[config.mk]
export PLATFORM = sky130hd
export DESIGN_NAME = apb_mgr_arbiter
export DESIGN_NICKNAME = d
export VERILOG_FILES = /design/src/rtl/apb_mgr_arbiter.sv
export SDC_FILE = /design/constraint.sdc
export NUM_CORES = 1
export LEC_CHECK = 0
export CAP_MARGIN = 20
export CORE_MARGIN = 10
export CORE_UTILIZATION = 30
export CTS_CLUSTER_SIZE = 10
export DETAILED_ROUTE_END_ITERATION = 8
export PLACE_DENSITY = 0.77
export SYNTH_ARGS = -nofsm -noshare
export SYNTH_HDL_FRONTEND = slang
export SYNTH_SLANG_ARGS = --single-unit
[constraint.sdc]
create_clock -name clk_i -period 1.4 [get_ports clk_i]
set_input_delay 0.28 -clock clk_i [delete_from_list [all_inputs] [get_ports clk_i]]
set_output_delay 0.28 -clock clk_i [all_outputs]
set_load 0.01 [all_outputs]
[src/rtl/apb_mgr_arbiter.sv]
// apb_mgr_arbiter: round-robin arbiter sharing one APB subordinate segment between two managers.
// Optional ACCESS-phase timeout compiled in with APB_ARB_TIMEOUT_EN.
module apb_mgr_arbiter #(
    parameter int AddrWidth     = 32,
    parameter int DataWidth     = 32,
    parameter int TimeoutCycles = 256
) (
    input  logic                   clk_i,
    input  logic                   rst_ni,
    input  logic [1:0]             mgr_psel_i,
    input  logic [1:0]             mgr_penable_i,
    input  logic [1:0]             mgr_pwrite_i,
    input  logic [2*AddrWidth-1:0] mgr_paddr_i,
    input  logic [2*DataWidth-1:0] mgr_pwdata_i,
    output logic [2*DataWidth-1:0] mgr_prdata_o,
    output logic [1:0]             mgr_pready_o,
    output logic [1:0]             mgr_pslverr_o,
    output logic                   sub_psel_o,
    output logic                   sub_penable_o,
    output logic                   sub_pwrite_o,
    output logic [AddrWidth-1:0]   sub_paddr_o,
    output logic [DataWidth-1:0]   sub_pwdata_o,
    input  logic [DataWidth-1:0]   sub_prdata_i,
    input  logic                   sub_pready_i,
    input  logic                   sub_pslverr_i,
    output logic                   grant_o,
    output logic                   busy_o
);
    typedef enum logic [1:0] {IDLE, SETUP, ACCESS} state_e;

    state_e                 state_q, state_d;
    logic                   grant_q, grant_d, last_q, last_d, pwrite_q, pwrite_d;
    logic [AddrWidth-1:0]   paddr_q, paddr_d;
    logic [DataWidth-1:0]   pwdata_q, pwdata_d;
    logic                   win, done, tout;
    logic                   unused_penable;

    assign unused_penable = ^mgr_penable_i;

`ifdef APB_ARB_TIMEOUT_EN
    localparam int CntW = $clog2(TimeoutCycles);
    logic [CntW-1:0] cnt_q, cnt_d;

    assign tout  = state_q == ACCESS && !sub_pready_i && cnt_q == CntW'(TimeoutCycles - 1);
    assign cnt_d = state_q == SETUP ? '0 :
                   (state_q == ACCESS && !sub_pready_i) ? cnt_q + 1'b1 : cnt_q;

    always_ff @(posedge clk_i) cnt_q <= !rst_ni ? '0 : cnt_d;
`else
    localparam int unused_timeout = TimeoutCycles;
    assign tout = 1'b0;
`endif

    // On a tie the manager not served last wins.
    assign win  = &mgr_psel_i ? ~last_q : mgr_psel_i[1];
    assign done = state_q == ACCESS && (sub_pready_i || tout);

    always_comb begin
        state_d  = state_q;
        grant_d  = grant_q;
        last_d   = last_q;
        pwrite_d = pwrite_q;
        paddr_d  = paddr_q;
        pwdata_d = pwdata_q;
        if (state_q == IDLE && |mgr_psel_i) begin
            state_d  = SETUP;
            grant_d  = win;
            pwrite_d = mgr_pwrite_i[win];
            paddr_d  = mgr_paddr_i[win*AddrWidth +: AddrWidth];
            pwdata_d = mgr_pwdata_i[win*DataWidth +: DataWidth];
        end
        if (state_q == SETUP) state_d = ACCESS;
        if (done) begin
            state_d = IDLE;
            last_d  = grant_q;
        end
    end

    always_ff @(posedge clk_i) begin
        if (!rst_ni) begin
            state_q  <= IDLE;
            grant_q  <= 1'b0;
            last_q   <= 1'b1;
            pwrite_q <= 1'b0;
            paddr_q  <= '0;
            pwdata_q <= '0;
        end else begin
            state_q  <= state_d;
            grant_q  <= grant_d;
            last_q   <= last_d;
            pwrite_q <= pwrite_d;
            paddr_q  <= paddr_d;
            pwdata_q <= pwdata_d;
        end
    end

    assign sub_psel_o    = state_q != IDLE;
    assign sub_penable_o = state_q == ACCESS;
    assign sub_pwrite_o  = pwrite_q;
    assign sub_paddr_o   = paddr_q;
    assign sub_pwdata_o  = pwdata_q;
    assign busy_o        = state_q != IDLE;
    assign grant_o       = grant_q;

    // A timeout completion forces an error with zero read data.
    always_comb begin
        mgr_pready_o  = '0;
        mgr_pslverr_o = '0;
        mgr_prdata_o  = '0;
        if (done) begin
            mgr_pready_o[grant_q]                        = 1'b1;
            mgr_pslverr_o[grant_q]                       = sub_pready_i ? sub_pslverr_i : 1'b1;
            mgr_prdata_o[grant_q*DataWidth +: DataWidth] = sub_pready_i ? sub_prdata_i : '0;
        end
    end
endmodule

==> impl_results.md, run 1 <==
- Status: finished with violations
- Violated checks: negative setup slack
- Max_slew headroom: 76.5%
- Period minus WS final: 1.81 ns
- Worst-Skew Late Latency: 0.33 ns
- Vias: 4969
- CP cell instances: nand3b_1, nor2_4, buf_12, clkbuf_16, and2_4, buf_6
- Crit path largest cell delay: 0.32 ns
- Via/cell ratio: 5.06
- Final-stage net count: 974
- Worst-path clk slew: 0.05 ns
- Leading post-synthesis cells by cell area: dfxtp_1 (36%), a311oi_2 (19%), nand2_1 (13%)
- R2R depth: 11
- Setup crit end kind: primary output
- Most used DFF post-synth: dfxtp_1
- GRT Resource Usage Total: 22.0%
- Hold Path Class: in -> reg
- Initial Util: 30.7%
- R2r endpoint: sub_pwdata_o[28]
- Sequential cell area: 1390 µm²
- Global-route wire length before repair: 31400 µm
- Detailed Place HPWL: 14700 µm
- Clock root cell: clkbuf_16
- Achievable Freq: 553 MHz
- Post-synth EDFFs: 0
- Die Ht: 134 µm
- Critical Path AT: 1.53 ns
- Final WS setup: -0.409 ns
- Hold Crit Endpoint: state_q[1]
- Final setup viols: 137
- Initial DRC Count: 174
- Wire per inst: 21.1 µm
- Vias in the first global route: 5399
- Final Max Slew Viols: 0
- Maxcap violations: 0
- PwrDens: 903 nW/µm²
- Post-route ant nets: 0
- Clk_skew: 0.00397 ns
- Async set or reset register ratio after synthesis: 0%
- Worst hold margin: 0.441 ns
- Synth area leader: dfxtp_1
- Hold wc startpoint: sub_pready_i
- Final number of hold-violating endpoints: 0
- Area delta synth->final: 116%
- Distinct cell type count after synthesis: 23
- Post-Syn Nets: 638
- Final Cycle Share: 129%
- Clock Path Buffers: 2
- Mapped Avg Cell Area: 8.31 µm²
- DIE AREA: 17900 µm²
- Slew @ Worst Pin: 0.353 ns
- Flops & latches, synth: 69
- Hold bufs inserted after CTS: 0
- Pleak: 3.64 nW
- R2R Path Start: state_q[0]
- Clock buffers created by TritonCTS: 9
- Number of iterations in the first detailed-routing pass: 6
- Peak VDD IR: 476 µV
- Pin count of the biggest net entering global routing: 48
- # IOs: 307
- Placer congestion estimate: 0.791
- CTS tree: done
- Placeable Area: 12700 µm²
- Die Wd: 134 µm
- Overflow after GRT: 0
- Post-synthesis sequential area ratio: 35.5%
- RSZ-0062 raised after global routing: true
- DRC viols: 0
- WS Path Type: reg -> out
- Synthesis Warnings: 0
- H-tree Lvls: 3
- Crit-path max FO: 8
- # clock sinks: 69
- Synthesized cell area: 3890 µm²
- Std-Cell Rows: 41
- Layout cells sized above 1: 35.3%
- Drt total wl: 20700 µm
- Final TNS setup: -41.62 ns
- Yosys top cell area share: 35.5%
- Required @ worst endpoint: 1.12 ns
- Port Buf Inserts: 304
- Hold Path Depth: 4
- Setup crit start kind: flip-flop
- Area occupied by multi-input gates: 2510 µm²
- Synth Instances: 468
- Fillers: 999
- Setup slack on the worst flop-to-flop path: -0.34 ns
- Initial antenna violation count: 1
- Worst path slowest cell: dfxtp_2
critical path, delay by kind of cell (launching register included):
family | cells | cell delay, ns
DFF | 1 | 0.32
buffers and inverters | 3 | 0.38
and+or+nand+nor | 3 | 0.50
flip-flops by register name (all words and copies together), names as in the netlist:
signal / flops
last_q: 1
sub_pwrite_o: 1
grant_o: 1
sub_pwdata_o: 32
state_q: 2
sub_paddr_o: 32
logic make-up (layout without fill, tap and decap cells):
family                 after synthesis  in the layout  share of synthesized area (%)
DFF                                 69             69                           35.5
AOI/OAI and AO/OA                  137            137                           32.4
other                                0              2                              0
and+or+nand+nor                    208            208                           25.0
buffers and inverters               54            394                           7.11
synthesized netlist by cell type, drive strengths merged (2+ instances only):
library cell	count
a21bo	2
a21oi	69
a311oi	65
and2	67
buf	23
clkbuf	28
dfxtp	69
inv	3
nand2	134
nor2	3
worst max-delay path by stage:
stage                 start               end  slack, ns  cells past startpoint
3_3_place_gp   sub_pready_i  mgr_prdata_o[51]      -0.77                      5
3_5_place_dp   sub_pready_i  mgr_prdata_o[52]      -0.82                      5
2_1_floorplan    state_q[0]  mgr_prdata_o[10]       0.02                      4
4_1_cts          state_q[0]  mgr_prdata_o[23]      -0.44                      6
5_1_grt          state_q[0]  mgr_prdata_o[25]      -0.47                      6
6_report         state_q[0]  mgr_prdata_o[25]      -0.41                      6
report_power, final:
part,switching (mW),total [mW],internal [mW]
combinational,1.34,3.08,1.74
sequential,0.143,2.36,2.22
clock,0.817,2.15,1.33
per-stage QoR:
step	power [mW]	cells	area (µm²)	setup WS, ns	util (%)
finish	7.59	982	8400	-0.409	66.3
global placement	4.82	923	7260	-0.765	57.3
CTS	7.61	988	8220	-0.441	64.9
floorplan	3.48	468	3900	0.0188	-
detailed placement	4.87	923	7260	-0.823	57.3
global route	7.93	981	8400	-0.473	66.3
final cells by class:
type	instances	share of cell area (%)
timing repair buffer	376	47.6
multi-input combinational	345	29.8
clock buffer	14	3.26
tap	172	2.56
inverter	3	0.179
sequential	69	16.5
clock inverter	1	0.0596
antenna	2	0.0596
placed cells by master, fill, tap and decap left out, drive strengths merged:
cell type      Yosys  routed
clkdlybuf4s50      0     166
a21oi             69      69
diode              0       2
nand3b             1       1
clkdlybuf4s15      0       1
clkbuf            28      15
dlygate4sd2        0      66
a21bo              2       2
nor2b              1       1
and2              67      67
buf               23     142
nand2            134     134
inv                3       2
a311oi            65      65
a21boi             1       1
or2                1       1
nor2               3       3
dfxtp             69      69
and4b              1       1
clkinv             0       2
routing by layer:
layer / GRT usage (%) / up-vias / part of all wire (%) / wire length (µm)
li1: - / 2318 / - / -
met1: 22.1 / 2376 / 36 / 7480
met2: 40.5 / 244 / 53 / 11000
met3: 7.47 / 31 / 8.4 / 1750
met4: 9.49 / 0 / 2.5 / 510
met5: 0 / - / 0 / 0
timing repair:
action / CTS / global route
cloned: 16 / 1
gates resized for setup: 450 / 93
buffers inserted: 37 / 8
pin swaps: 29 / 32
setup endpoints to repair: 203 / 139
(Power assumes the default switching activity.)
==> run 2, diff against run 1 <==
--- a/config.mk
+++ b/config.mk
@@ -11,6 +11,7 @@
 export CTS_CLUSTER_SIZE = 10
 export DETAILED_ROUTE_END_ITERATION = 8
 export PLACE_DENSITY = 0.77
+export REMOVE_ABC_BUFFERS = 1
 export SYNTH_ARGS = -nofsm -noshare
 export SYNTH_HDL_FRONTEND = slang
 export SYNTH_SLANG_ARGS = --single-unit
==> impl_results.md, run 2 (synthesis results as in run 1) <==
- Detailed Place HPWL: 14300 µm
- Clock root cell: clkbuf_16
- Critical Path AT: 1.56 ns
- Final WS setup: -0.443 ns
- Final number of hold-violating endpoints: 0
- GRT Resource Usage Total: 22.0%
- Hold bufs inserted after CTS: 0
- Commonest non-fill, non-tap cells in the layout: clkdlybuf4s50_1 (164), nand2_1 (133), dlygate4sd2_1 (69), dfxtp_1 (66), a311oi_2 (60)
- # IOs: 307
- # clock sinks: 69
- Setup crit end kind: primary output
- Hold Path Class: in -> reg
- Area delta synth->final: 121%
- Port Buf Inserts: 304
- Die Wd: 134 µm
- Setup crit start kind: flip-flop
- Post-route ant nets: 0
- Die Ht: 134 µm
- Final Max Slew Viols: 0
- Max_slew headroom: 68.0%
- Initial antenna violation count: 0
- CTS tree: done
- RSZ-0062 raised after global routing: true
- Diodes inserted: 0
- Initial Util: 30.7%
- Number of iterations in the first detailed-routing pass: 4
- Via/cell ratio: 5.12
- Period minus WS final: 1.84 ns
- Placeable Area: 12700 µm²
- Std-Cell Rows: 41
- Achievable Freq: 543 MHz
- Maxcap violations: 0
- PwrDens: 965 nW/µm²
- Required @ worst endpoint: 1.12 ns
- Final TNS setup: -36.32 ns
- DIE AREA: 17900 µm²
- Post-Layout Cell Count: 981
- Pin count of the biggest net entering global routing: 41
- Pleak: 3.72 nW
- Final setup viols: 138
- Most common cell after layout, fill and taps aside: clkdlybuf4s50_1
- Slew @ Worst Pin: 0.480 ns
- Initial DRC Count: 244
- Crit path largest cell delay: 0.32 ns
- Crit-path max FO: 5
- Clock Path Buffers: 2
- H-tree Lvls: 3
- Worst-path clk slew: 0.05 ns
- CP cell instances: nand3b_1, nor2_4, buf_4, buf_6, and2_4, buf_6
- Wire per inst: 22.0 µm
- PnR Total Power: 8.31 mW
- Vias: 5026
- Layout cells sized above 1: 36.0%
- Vias in the first global route: 5362
- Drt total wl: 21500 µm
- Final-stage net count: 974
- WS Path Type: reg -> out
- Cells after DPL: 918
- Worst path slowest cell: dfxtp_2
- Overflow after GRT: 0
- Final Cycle Share: 132%
- Placer congestion estimate: 0.854
- Worst-Skew Late Latency: 0.33 ns
- Clk_skew: 0.00765 ns
- DRC viols: 0
- Violated checks: negative setup slack
- Global-route wire length before repair: 31300 µm
- DP Worst Slack: -0.838 ns
- Most used cell, CP: buf_6
- Clock buffers created by TritonCTS: 9
- Peak VDD IR: 612 µV
- Status: finished with violations
==> run 2: cell count changes in the layout (fill, tap and decap cells not counted), sizes merged <==
cell / previous run / this run
dlygate4sd2: 66 / 69
clkdlybuf4s15: 1 / 0
diode: 2 / 0
clkbuf: 15 / 14
and2: 67 / 68
bufinv: 0 / 3
clkdlybuf4s50: 166 / 164
clkinv: 2 / 3
buf: 142 / 136
bufbuf: 0 / 3
==> run 2: metrics by stage <==
| step | util [%] | hold WS [ns] | instance area (µm²) |
|---|---|---|---|
| final | 68.0 | 0.467 | 8610 |
| after floorplan | - | 0.342 | 3620 |
| after CTS | 64.3 | 0.408 | 8140 |
| after global routing | 68.0 | 0.513 | 8610 |
| after global placement | 57.2 | 0.502 | 7240 |
| after detailed placement | 57.2 | 0.510 | 7240 |
==> run 2: timing repair <==
item / 4_1_cts / 5_1_grt
buffers inserted: 26 / 13
resized for setup: 414 / 126
endpoints found under the hold margin: 0 / 0
gates cloned: 18 / 4
endpoints found under the setup margin: 203 / 138
pin swaps: 17 / 46
==> run 2: worst paths after layout <==
path | start | endpoint | slack, ns | cells after the start
setup / recovery | state_q[0] | mgr_prdata_o[3] | -0.44 | 6
hold / removal | sub_pready_i | state_q[1] | 0.47 | 4
setup reg to reg | state_q[0] | sub_paddr_o[21] | -0.23 | 10
hold reg to reg | sub_pwrite_o | sub_pwrite_o | 0.50 | 2
==> run 2: layout make-up <==
class,count,area (µm²)
clock buffer,11,243
sequential,69,1390
clock inverter,5,108
multi-input combinational,346,2620
tap,172,215
timing repair buffer,375,4030
fill,998,4060
inverter,3,12.5
==> run 2: critical path, delay by kind of cell, from the launching register on <==
kind          cells  cell delay, ns
buf+inv           3            0.35
simple gates      3            0.57
flops             1            0.32
==> run 2: power by group <==
| group | total, mW | leakage, nW | switching (mW) | internal, mW |
|---|---|---|---|---|
| clock network | 2.69 | 0.170 | 0.895 | 1.80 |
| logic | 3.23 | 2.97 | 1.41 | 1.82 |
| registers | 2.38 | 0.574 | 0.165 | 2.22 |
==> run 2: metal layers <==
layer	vias to the layer above	track usage, %	part of all wire, %
met5	-	0	0
met4	0	7.98	3.1
met3	44	8.85	8.8
met2	262	39.0	50
met1	2404	22.8	38
li1	2316	-	-
==> run 3, diff against run 2 <==
--- a/config.mk
+++ b/config.mk
@@ -8,7 +8,6 @@
 export CAP_MARGIN = 20
 export CORE_MARGIN = 10
 export CORE_UTILIZATION = 30
-export CTS_CLUSTER_SIZE = 10
 export DETAILED_ROUTE_END_ITERATION = 8
 export PLACE_DENSITY = 0.77
 export REMOVE_ABC_BUFFERS = 1
==> results of run 3 <==
The final DEF is identical to that of run 2; final timing and power are the same.
